[config.mk]
export PLATFORM = sky130hd
export DESIGN_NAME = uart_stdin
export DESIGN_NICKNAME = d
export VERILOG_FILES = /design/src/rtl/bf_pkg.sv /design/src/rtl/stdin_fifo.sv /design/src/rtl/uart_stdin.sv
export SDC_FILE = /design/constraint.sdc
export NUM_CORES = 1
export LEC_CHECK = 0
export BUFFER_PORTS_ARGS = -buffer_cell sky130_fd_sc_hd__buf_4
export CAP_MARGIN = 20
export CORE_MARGIN = 2
export CORE_UTILIZATION = 40
export DETAILED_ROUTE_END_ITERATION = 10
export PLACE_DENSITY_LB_ADDON = 0.3
export SYNTH_ARGS = -nofsm -noshare
export SYNTH_HDL_FRONTEND = slang
export SYNTH_SLANG_ARGS = --single-unit
[constraint.sdc]
create_clock -name clk -period 3.6 [get_ports clk]
set_input_delay 0.54 -clock clk [delete_from_list [all_inputs] [get_ports clk]]
set_output_delay 0.54 -clock clk [all_outputs]
set_load 0.03 [all_outputs]
[src/rtl/bf_pkg.sv]
// bf_pkg: types and constants shared by the brainfuck processor and its I/O blocks.
package bf_pkg;

    localparam int unsigned BF_BYTE_W = 8;

    typedef enum logic [1:0] {
        IDLE,
        START,
        DATA,
        STOP
    } uart_rx_state_t;

endpackage

[src/rtl/stdin_fifo.sv]
// stdin_fifo: circular byte buffer with a registered head, used by uart_stdin
// only when UART_STDIN_FIFO_EN is defined.
`ifdef UART_STDIN_FIFO_EN
module stdin_fifo
    import bf_pkg::*;
#(
    parameter int unsigned DEPTH = 4
) (
    input  logic                 clk,
    input  logic                 reset_n,
    input  logic                 push_i,
    input  logic [BF_BYTE_W-1:0] wdata_i,
    input  logic                 pop_i,
    output logic [BF_BYTE_W-1:0] rdata_o,
    output logic                 valid_o,
    output logic                 full_c
);
    localparam int unsigned IDX_W = $clog2(DEPTH);
    localparam int unsigned PTR_W = IDX_W + 1;

    logic [BF_BYTE_W-1:0] mem_q [DEPTH];
    logic [BF_BYTE_W-1:0] mem_d [DEPTH];
    logic [PTR_W-1:0]     wr_q, wr_d;
    logic [PTR_W-1:0]     rd_q, rd_d;
    logic [BF_BYTE_W-1:0] rdata_q, rdata_d;
    logic                 valid_q, valid_d;
    logic                 push_ok_c;
    logic                 pop_ok_c;

    assign full_c = (wr_q[IDX_W] != rd_q[IDX_W]) &&
                    (wr_q[IDX_W-1:0] == rd_q[IDX_W-1:0]);

    // A pop in the same cycle frees the slot, so a push into a full buffer still lands.
    always_comb begin
        mem_d     = mem_q;
        wr_d      = wr_q;
        rd_d      = rd_q;
        pop_ok_c  = pop_i && valid_q;
        push_ok_c = push_i && (!full_c || pop_ok_c);
        if (push_ok_c) begin
            mem_d[wr_q[IDX_W-1:0]] = wdata_i;
            wr_d                   = wr_q + PTR_W'(1);
        end
        if (pop_ok_c) begin
            rd_d = rd_q + PTR_W'(1);
        end
        valid_d = (wr_d != rd_d);
        rdata_d = mem_d[rd_d[IDX_W-1:0]];
    end

    always_ff @(posedge clk or negedge reset_n) begin
        if (!reset_n) begin
            for (int i = 0; i < int'(DEPTH); i++) begin
                mem_q[i] <= '0;
            end
            wr_q    <= '0;
            rd_q    <= '0;
            rdata_q <= '0;
            valid_q <= 1'b0;
        end else begin
            mem_q   <= mem_d;
            wr_q    <= wr_d;
            rd_q    <= rd_d;
            rdata_q <= rdata_d;
            valid_q <= valid_d;
        end
    end

    assign rdata_o = rdata_q;
    assign valid_o = valid_q;

endmodule
`endif

[src/rtl/uart_stdin.sv]
// uart_stdin: 8N1 serial receiver that holds bytes for the processor's stdin port.
// UART_STDIN_FIFO_EN selects a FIFO_DEPTH-entry buffer; default is a single holding register.
module uart_stdin
    import bf_pkg::*;
#(
    parameter int unsigned CLKS_PER_BIT = 4,
    parameter int unsigned FIFO_DEPTH   = 4
) (
    input  logic                 clk,
    input  logic                 reset_n,
    input  logic                 rx,
    output logic [BF_BYTE_W-1:0] stdin,
    output logic                 stdin_valid,
    input  logic                 stdin_ren,
    output logic                 frame_err,
    output logic                 overrun
);
    localparam int unsigned      CNT_W     = $clog2(CLKS_PER_BIT);
    localparam logic [CNT_W-1:0] HALF_LOAD = CNT_W'(CLKS_PER_BIT / 2 - 1);
    localparam logic [CNT_W-1:0] BIT_LOAD  = CNT_W'(CLKS_PER_BIT - 1);

    if (CLKS_PER_BIT < 4 || (CLKS_PER_BIT % 2) != 0 || FIFO_DEPTH < 2 ||
        (FIFO_DEPTH & (FIFO_DEPTH - 1)) != 0) begin : g_bad_params
        $error("uart_stdin: illegal CLKS_PER_BIT or FIFO_DEPTH");
    end

    logic                 sync1_q, sync1_d;
    logic                 sync2_q, sync2_d;
    logic [1:0]           rx_live_q, rx_live_d;
    logic                 prev_q, prev_d;
    uart_rx_state_t       state_q, state_d;
    logic [CNT_W-1:0]     cnt_q, cnt_d;
    logic [2:0]           idx_q, idx_d;
    logic [BF_BYTE_W-1:0] shift_q, shift_d;
    logic                 frame_err_q, frame_err_d;
    logic                 overrun_q, overrun_d;
    logic                 rx_s;
    logic                 fall_c;
    logic                 push_c;
    logic                 pop_c;
    logic                 full_c;

    assign rx_s   = sync2_q;
    assign fall_c = prev_q & ~rx_s;
    assign pop_c  = stdin_ren & stdin_valid;

    // rx_live marks when rx_s carries real line samples rather than the synchronizer's
    // reset value, so a line held low through reset release never looks like a start edge.
    always_comb begin
        sync1_d     = rx;
        sync2_d     = sync1_q;
        rx_live_d   = {rx_live_q[0], 1'b1};
        prev_d      = rx_s & rx_live_q[1];
        state_d     = state_q;
        cnt_d       = cnt_q;
        idx_d       = idx_q;
        shift_d     = shift_q;
        frame_err_d = 1'b0;
        push_c      = 1'b0;

        case (state_q)
            IDLE: begin
                if (fall_c) begin
                    cnt_d   = HALF_LOAD;
                    state_d = START;
                end
            end
            START: begin
                if (cnt_q == '0) begin
                    if (rx_s) begin
                        state_d = IDLE;
                    end else begin
                        cnt_d   = BIT_LOAD;
                        idx_d   = 3'd0;
                        state_d = DATA;
                    end
                end else begin
                    cnt_d = cnt_q - CNT_W'(1);
                end
            end
            DATA: begin
                if (cnt_q == '0) begin
                    shift_d = {rx_s, shift_q[BF_BYTE_W-1:1]};
                    cnt_d   = BIT_LOAD;
                    idx_d   = idx_q + 3'd1;
                    if (idx_q == 3'd7) begin
                        state_d = STOP;
                    end
                end else begin
                    cnt_d = cnt_q - CNT_W'(1);
                end
            end
            STOP: begin
                if (cnt_q == '0) begin
                    push_c      = rx_s;
                    frame_err_d = ~rx_s;
                    state_d     = IDLE;
                end else begin
                    cnt_d = cnt_q - CNT_W'(1);
                end
            end
            default: state_d = IDLE;
        endcase

        overrun_d = overrun_q;
        if (pop_c) begin
            overrun_d = 1'b0;
        end else if (push_c && full_c) begin
            overrun_d = 1'b1;
        end
    end

    always_ff @(posedge clk or negedge reset_n) begin
        if (!reset_n) begin
            sync1_q     <= 1'b1;
            sync2_q     <= 1'b1;
            rx_live_q   <= 2'b00;
            prev_q      <= 1'b0;
            state_q     <= IDLE;
            cnt_q       <= '0;
            idx_q       <= 3'd0;
            shift_q     <= '0;
            frame_err_q <= 1'b0;
            overrun_q   <= 1'b0;
        end else begin
            sync1_q     <= sync1_d;
            sync2_q     <= sync2_d;
            rx_live_q   <= rx_live_d;
            prev_q      <= prev_d;
            state_q     <= state_d;
            cnt_q       <= cnt_d;
            idx_q       <= idx_d;
            shift_q     <= shift_d;
            frame_err_q <= frame_err_d;
            overrun_q   <= overrun_d;
        end
    end

    assign frame_err = frame_err_q;
    assign overrun   = overrun_q;

`ifdef UART_STDIN_FIFO_EN
    stdin_fifo #(
        .DEPTH (FIFO_DEPTH)
    ) u_fifo (
        .clk     (clk),
        .reset_n (reset_n),
        .push_i  (push_c),
        .wdata_i (shift_q),
        .pop_i   (pop_c),
        .rdata_o (stdin),
        .valid_o (stdin_valid),
        .full_c  (full_c)
    );
`else
    logic [BF_BYTE_W-1:0] hold_q, hold_d;
    logic                 hold_valid_q, hold_valid_d;

    // Depth-1 buffer: a push replaces the head only when it is empty or being popped.
    always_comb begin
        hold_d       = hold_q;
        hold_valid_d = hold_valid_q;
        if (push_c && (!hold_valid_q || pop_c)) begin
            hold_d       = shift_q;
            hold_valid_d = 1'b1;
        end else if (pop_c) begin
            hold_valid_d = 1'b0;
        end
    end

    always_ff @(posedge clk or negedge reset_n) begin
        if (!reset_n) begin
            hold_q       <= '0;
            hold_valid_q <= 1'b0;
        end else begin
            hold_q       <= hold_d;
            hold_valid_q <= hold_valid_d;
        end
    end

    assign full_c      = hold_valid_q;
    assign stdin       = hold_q;
    assign stdin_valid = hold_valid_q;
`endif

endmodule

* After elaboration in Yosys (flattened, before gate mapping)
Index checks and enable logic that the tools add are counted.
Storage, ports and cells: logic and storage cells 67, output and inout bits 11, register bits 31, bits of input ports 4
Operators by class: reductions and logical operators 13, equal/unequal tests 12, mux-type cells 24, bitwise operators 4, add/subtract/negate cells 2
Operator list (number):
- $mux W2 | 10
- $pmux W2 S4 | 2
- $ne A2 B2 Y1 const B | 7
- $mux W3 | 3
- $mux W1 | 8
- $pmux W3 S2 | 1
- $reduce_bool A2 Y1 | 3
- $reduce_and A5 Y1 | 1
- $eq A2 B2 Y1 const B | 2
- $logic_not A2 Y1 | 2
- $reduce_and A4 Y1 | 1
- $add A3 B1 Y3 const B | 1
- $and A1 B1 Y1 | 3
- $eq A3 B3 Y1 const B | 1
- $ne A3 B3 Y1 const B | 1
- $reduce_and A3 Y1 | 1
- $eq A2 B1 Y1 const B | 1
- $logic_and A1 B1 Y1 | 2
- $reduce_and A2 Y1 | 1
- $sub A2 B1 Y2 const B | 1
- $logic_not A1 Y1 | 1
- $logic_or A1 B1 Y1 | 1
- $not A1 Y1 | 1

* Longest topological paths before layout
Gate-level depths: netlist (run 1).
depth in word-level cells 6, gate-level depth with buffers 6, mapped depth without buffers 6

* Worst setup path before layout (run 1)
No wires, ideal clock.
path kind register to register, start register cnt_q[0], end register hold_q[0] (netlist: stdin[0]), clock period less this slack 1.471 ns, library setup time 0.125 ns, buffers on the path 0, slack 2.129 ns, cell stages (with the launch flop) 6, data arrival time 1.346 ns, required time 3.475 ns, cells stage by stage dfrtp_1 > inv_1 > ha_1 > nand3_2 > a21oi_4 > mux2_2
Between the ends: longest elaborated chain between the ends 4
RTL lines:
- start, declared | RTL line uart_stdin.sv:32 | logic [CNT_W-1:0] cnt_q, cnt_d;
- start signal, assigned | RTL line uart_stdin.sv:131 | cnt_q <= cnt_d;
- $logic_not A2 Y1 | RTL line uart_stdin.sv:94 | if (cnt_q == '0) begin
- $mux W1 | RTL line uart_stdin.sv:94
- $mux W1 | RTL line uart_stdin.sv:61 | case (state_q)
- $logic_and A1 B1 Y1 | RTL line uart_stdin.sv:163 | if (push_c && (!hold_valid_q || pop_c)) begin
- end signal, assigned | RTL line uart_stdin.sv:176 | hold_q <= hold_d;
- end, declared | RTL line uart_stdin.sv:156 | logic [BF_BYTE_W-1:0] hold_q, hold_d;
Every way passes these cells. A chain may end at the register's enable or synchronous reset.

* Worst setup path after layout (run 1)
start register cnt_q[0], end register hold_q[4] (netlist: stdin[4])
The elaborated chain is that of the path after synthesis.

==> results.toml, run 1 <==
[die]
start_util = 0.416
die_w_um = 62.9
rows = 21
die_y_um = 62.9
dieArea_um2 = 3960
core_um2 = 3340
num_io_pins = 15

[run_status]
status = "complete, no violations"

[hold_path]
hold_class = "in -> async"

[yosys]
syn_inst = 106
async_flop_share = 1.00
yosysMostFrequentCell = "dfrtp_1"
ys_ff_latch = 31
ys_top_cells_by_count = "dfrtp_1, mux2_2, ha_1, inv_1, nand2_1"
synthTopCellsByArea = "dfrtp_1, mux2_2, ha_1"
syn_area_per_cell_um2 = 13.1
ys_seq_area_frac = 0.560
yosysTopAreaCellShare = 0.523
syn_area_um2 = 1390
syn_nets = 121
synth_top_cell_by_area = "dfrtp_1"
synthDistinctLibCells = 24
yosysWarnings = 0
synth_edf_count = 0
synth_flop_cell = "dfrtp_1"

[power]
peakVddDrop_mv = 0.410
power_mw = 1.09
power.density_nw_per_um2 = 674
p_leak_nw = 0.836

[global_route]
first_global_vias = 905
grt_antenna_before_repair = 0
grt_pass1_wl_mm = 3.97
grt_max_degree = 32
track_usage = 0.133
grt_overflow = 0

[timing]
final.setup.tns_ps = 0
fmax_mhz = 600
setup_viol = 0
fin_crit_sh = 0.463
fin_crit_ps = 1670
hold_viol = 0
fin_skew_ps = 11.4
maxSlewViolCount = 0
rsz0062_at_grt = "no"

[cts]
clock_sinks = 31
holdBufCountCts = 0
htreeDepth = 2
ctsResizeCount = 0
postCtsSetupRepairBufs = 0
insertion_delay_ps = 330
cts-root-buf = "clkbuf_4"
cts_tree = "done"
cts_made_buffers = 5
clk_path_buf_depth = 2
clk_pin_slew_ps = 100

[placement]
place.gp.congestion = 0.710
io_buffers = 14
dp_hpwl_mm = 1.62
dp.cells = 165

[detailed_routing]
drc = 0
dr.pass1.iters = 3
drt-initial-drc-count = 7
antenna_left = 0
num_vias = 819
routed_via_density = 4.73
wl_mm = 2.22
wl_per_cell_um = 12.8

[critical_path]
endpoint_kind = "flop"
required_ps = 3810
critPathKind = "reg -> reg"
worstPathArrival_ps = 1870
reg2reg_depth = 5
startpoint_type = "flop"
cp_max_fo = 8

[final_layout]
diodes = 0
utilization = 0.483
nNetsFinal = 141
stdcell_count = 173
drive_above_1_share = 0.346
fillers = 313
area_growth_pct = 16.1

[run]
maxCapViolCount = 0
==> path summary, 6_finish.rpt <==
path	startpoint	end	slack, ps
worst max-delay path	cnt_q[0]$_DFFE_PN0P_	stdin[4]$_DFFE_PN0P_	1930
worst min-delay path	reset_n	asynchronous set/reset pin	110
worst max register to register	cnt_q[0]$_DFFE_PN0P_	stdin[4]$_DFFE_PN0P_	1930
worst min register to register	rx_live_q[0]$_DFF_PN0_	rx_live_q[1]$_DFF_PN0_	350
max in group asynchronous	reset_n	rx_s$_DFF_PN1_	3160
min in group clk	rx	sync1_q$_DFF_PN1_	320
==> sequential cells by signal, indices dropped and copies added (netlist names), named ones only <==
signal and cells:
prev_q 1, overrun 1, idx_q 3, sync1_q 1, stdin_valid 1, state_q 1
frame_err 1, cnt_q 2, shift_q 8, stdin 8, rx_s 1, rx_live_q 2
==> critical path: stages, from the launching register on <==
cell and delay, ps:
dfrtp_1 390, inv_1 100, ha_1 270, nand3_2 130
a21oi_4 280, mux2_2 380
==> placed cells by master (no fill, tap or decap), types with 2 or more instances in the layout <==
| cell type | Yosys | final |
|---|---|---|
| nand2_1 | 7 | 7 |
| clkbuf_4 | 0 | 5 |
| mux2i_1 | 6 | 6 |
| clkbuf_8 | 0 | 2 |
| buf_4 | 1 | 14 |
| inv_1 | 11 | 11 |
| dfstp_2 | 2 | 2 |
| nor2_1 | 5 | 5 |
| mux2_2 | 18 | 18 |
| dfrtp_1 | 29 | 29 |
| ha_1 | 11 | 11 |
| a21oi_1 | 2 | 2 |
==> stage by stage <==
step	cell area [um^2]	setup WS [ps]	hold slack [ps]
final	1610	1930	113
after detailed placement	1540	1950	350
after global routing	1610	1860	141
after global placement	1540	2000	337
after CTS	1610	1940	119
after floorplan	1390	2130	244
==> layer usage <==
layer / GRT usage / part of all wire
met5: 0 / 0
met4: 0.0750 / 0.025
met3: 0.0414 / 0.048
met2: 0.233 / 0.52
met1: 0.141 / 0.41
==> cell families (layout without fill, tap and decap cells) <==
group | Yosys count | after routing | share of synthesized area
adders and majority gates | 11 | 11 | 0.0991
AOI/OAI and AO/OA | 9 | 9 | 0.0532
buffers and inverters | 12 | 33 | 0.0351
muxes | 24 | 24 | 0.189
DFF | 31 | 31 | 0.560
and+or+nand+nor | 18 | 18 | 0.0604
other | 1 | 1 | 0.00270
==> final cells by class <==
| cell class | instances | area, um^2 | share of cell area |
|---|---|---|---|
| Timing Repair Buffer | 14 | 105 | 0.0652 |
| Inverter | 11 | 41.3 | 0.0256 |
| Tap cell | 46 | 57.6 | 0.0357 |
| Sequential cell | 31 | 778 | 0.483 |
| Multi-Input combinational cell | 63 | 562 | 0.348 |
| Clock buffer | 8 | 68.8 | 0.0427 |
==> report_power, final <==
| part | switching, mW | internal, mW | leakage (nW) | total [mW] |
|---|---|---|---|---|
| registers | 0.0487 | 0.416 | 0.409 | 0.465 |
| logic | 0.223 | 0.174 | 0.389 | 0.397 |
| clock network | 0.110 | 0.115 | 0.0386 | 0.225 |
| total | 0.382 | 0.705 | 0.836 | 1.09 |
(Power assumes the default switching activity.)
==> run 2, diff against run 1 <==
--- a/config.mk
+++ b/config.mk
@@ -5,6 +5,7 @@
 export SDC_FILE = /design/constraint.sdc
 export NUM_CORES = 1
 export LEC_CHECK = 0
+export ABC_AREA = 1
 export BUFFER_PORTS_ARGS = -buffer_cell sky130_fd_sc_hd__buf_4
 export CAP_MARGIN = 20
 export CORE_MARGIN = 2
==> constraint.sdc (replaced) <==
create_clock -name clk -period 1.38 [get_ports clk]
set_input_delay 0.207 -clock clk [delete_from_list [all_inputs] [get_ports clk]]
set_output_delay 0.207 -clock clk [all_outputs]
set_load 0.03 [all_outputs]
==> run 2 against run 1 <==
  * Via count grew 37%
  * Critical path depth grew 2
  * Global-route usage grew 1.9 points
  * Non-clock buffer count grew 16
  * Routed wire length grew 40%
  * Largest power group is now combinational logic
  * Critical endpoint is now stdin[5]$_DFFE_PN0P_
  * Synthesized area grew 3.2%
  * Synthesized cell count grew 44%
==> results.toml, run 2 <==
[critical_path]
slowest_delay_ps = 460
crit_chain = "ha_2 -> inv_2 -> nor3_4 -> buf_4 -> nand2_8 -> nand2_2 -> o21ai_2"
required_ps = 1600
crit_slowest_cell = "dfrtp_2"
reg2reg_depth = 7
critPathKind = "reg -> reg"
r2r_start = "state_q[0]$_DFFE_PN0P_"
startpoint_type = "flop"
worstReg2RegEnd = "stdin[5]$_DFFE_PN0P_"
r2r_setup_slack_ps = 2
crit_start = "state_q[0]$_DFFE_PN0P_"
crit_path_end = "stdin[5]$_DFFE_PN0P_"
cp_max_fo = 8
endpoint_kind = "flop"
worstPathArrival_ps = 1590

[timing]
rsz0062_at_grt = "yes"
fin_crit_sh = 0.999
final.setup.tns_ps = 0
maxSlewViolCount = 0
setup_viol = 0
hold_slack_ps = 121
fin_skew_ps = 10.2
fin_ws_ps = 1.64
fmax_mhz = 726
fin_crit_ps = 1380
hold_viol = 0

[final_layout]
area_growth_pct = 36.9
diodes = 0
drive_above_1_share = 0.426
stdcell_count = 236
final_cell_mix = "nand2_1, dfrtp_1, buf_4"
multiInputGateArea_um2 = 703
ff_latch_area_um2 = 781
fillers = 271
final_common_cell = "nand2_1"
nNetsFinal = 204

[detailed_routing]
routed_via_density = 4.74
antenna_left = 0
drc = 0
dr.pass1.iters = 4
drt-initial-drc-count = 28
num_vias = 1118
wl_per_cell_um = 13.2
wl_mm = 3.11

[global_route]
first_global_vias = 1090
top_usage_layer = "met2"
grt_antenna_before_repair = 0
grt_util_met1 = 0.191
met2_usage = 0.250
grt_overflow = 0
track_usage = 0.152
grt_pass1_wl_mm = 4.82
use_met3 = 0.0370
grt_max_degree = 32

[cts]
cts-root-buf = "clkbuf_4"
cts_made_buffers = 5
insertion_delay_ps = 330
htreeDepth = 2
clock_sinks = 31
clk_path_buf_depth = 2
clk_pin_slew_ps = 100
cts_tree = "done"

[yosys]
ys_seq_area_frac = 0.543
synth_flop_cell = "dfrtp_1"
synthTopCellsByArea = "dfrtp_1, nand2_1, ha_1"
synth_edf_count = 0
syn_area_um2 = 1430
async_flop_share = 1.00
synthDistinctLibCells = 20
synth_top_cell_by_area = "dfrtp_1"
ys_top_cells_by_count = "nand2_1, dfrtp_1, inv_1"
syn_inst = 153
syn_area_per_cell_um2 = 9.36
ys_ff_latch = 31
yosysTopAreaCellShare = 0.507
yosysMostFrequentCell = "nand2_1"
syn_nets = 168
yosysWarnings = 0

[die]
dieArea_um2 = 4080
die_w_um = 63.8
core_um2 = 3390
start_util = 0.423
num_io_pins = 15
die_y_um = 63.8
rows = 21

[placement]
dp_hpwl_mm = 1.82
dp.cells = 217
place.gp.congestion = 0.794
io_buffers = 14
pre_cts_slack_ps = -128

[power]
p_leak_nw = 0.949
peakVddDrop_mv = 0.686
power_mw = 3.42
power.density_nw_per_um2 = 1750

[run]
maxCapViolCount = 0

[run_status]
status = "complete, no violations"

[hold_path]
hold_class = "in -> reg"
==> run 2: repair_timing <==
item	in CTS	in global routing
cloned	1	0
gates resized for setup	7	43
hold buffers	2	0
pin swaps	2	16
buffers inserted	2	6
hold endpoints to repair	30	0
endpoints found under the setup margin	15	21
==> run 2: through the flow <==
| stage | instance area, um^2 | utilization |
|---|---|---|
| 2_1_floorplan | 1440 | - |
| 3_3_place_gp | 1640 | 0.484 |
| 3_5_place_dp | 1640 | 0.484 |
| 4_1_cts | 1760 | 0.520 |
| 5_1_grt | 1960 | 0.578 |
| 6_report | 1960 | 0.578 |
==> run 2: kinds of logic after synthesis <==
kind of cell / Yosys count / share of synthesized area
other: 1 / 0.00262
adders and majority gates: 11 / 0.0961
DFF: 31 / 0.543
and+or+nand+nor: 62 / 0.188
AOI/OAI and AO/OA: 24 / 0.102
buffers and inverters: 24 / 0.0681
==> run 2: power breakdown <==
part | leakage (nW) | total, mW | internal [mW] | switching [mW]
clock | 0.0386 | 0.602 | 0.300 | 0.303
combinational | 0.502 | 1.59 | 0.667 | 0.919
sequential | 0.408 | 1.23 | 1.09 | 0.145
==> run 2: metal layers <==
layer / up-vias / wire, um / part of all wire
li1: 554 / - / -
met1: 542 / 1410 / 0.45
met3: 2 / 92 / 0.030
met5: - / 0 / 0
met2: 20 / 1580 / 0.51
met4: 0 / 33 / 0.011
==> run 2: how the worst min path moves through the flow <==
stage,from,end,slack [ps],cells after the start
global placement,reset_n,idx_q[2]$_DFFE_PN0P_,150,1
detailed placement,reset_n,idx_q[2]$_DFFE_PN0P_,160,1
CTS,stdin_ren,overrun$_DFFE_PN0P_,130,4
floorplan,reset_n,asynchronous set/reset pin,-90,0
finish,stdin_ren,overrun$_DFFE_PN0P_,120,4
global route,stdin_ren,overrun$_DFFE_PN0P_,130,4
==> run 2: worst max-delay path: cells and delay by family (launching register included) <==
kind,cells,cell delay (ps)
buffers and inverters,2,220
AND/OR/NAND/NOR,3,300
flip-flops,1,460
AO/OA/AOI/OAI,1,50
adder cells (fa/ha/maj),1,230
==> run 2: layout make-up <==
type	instances	area share
timing repair buffer	30	0.131
tap	46	0.0294
inverter	22	0.0472
sequential	31	0.398
multi-input combinational	99	0.359
clock buffer	8	0.0351
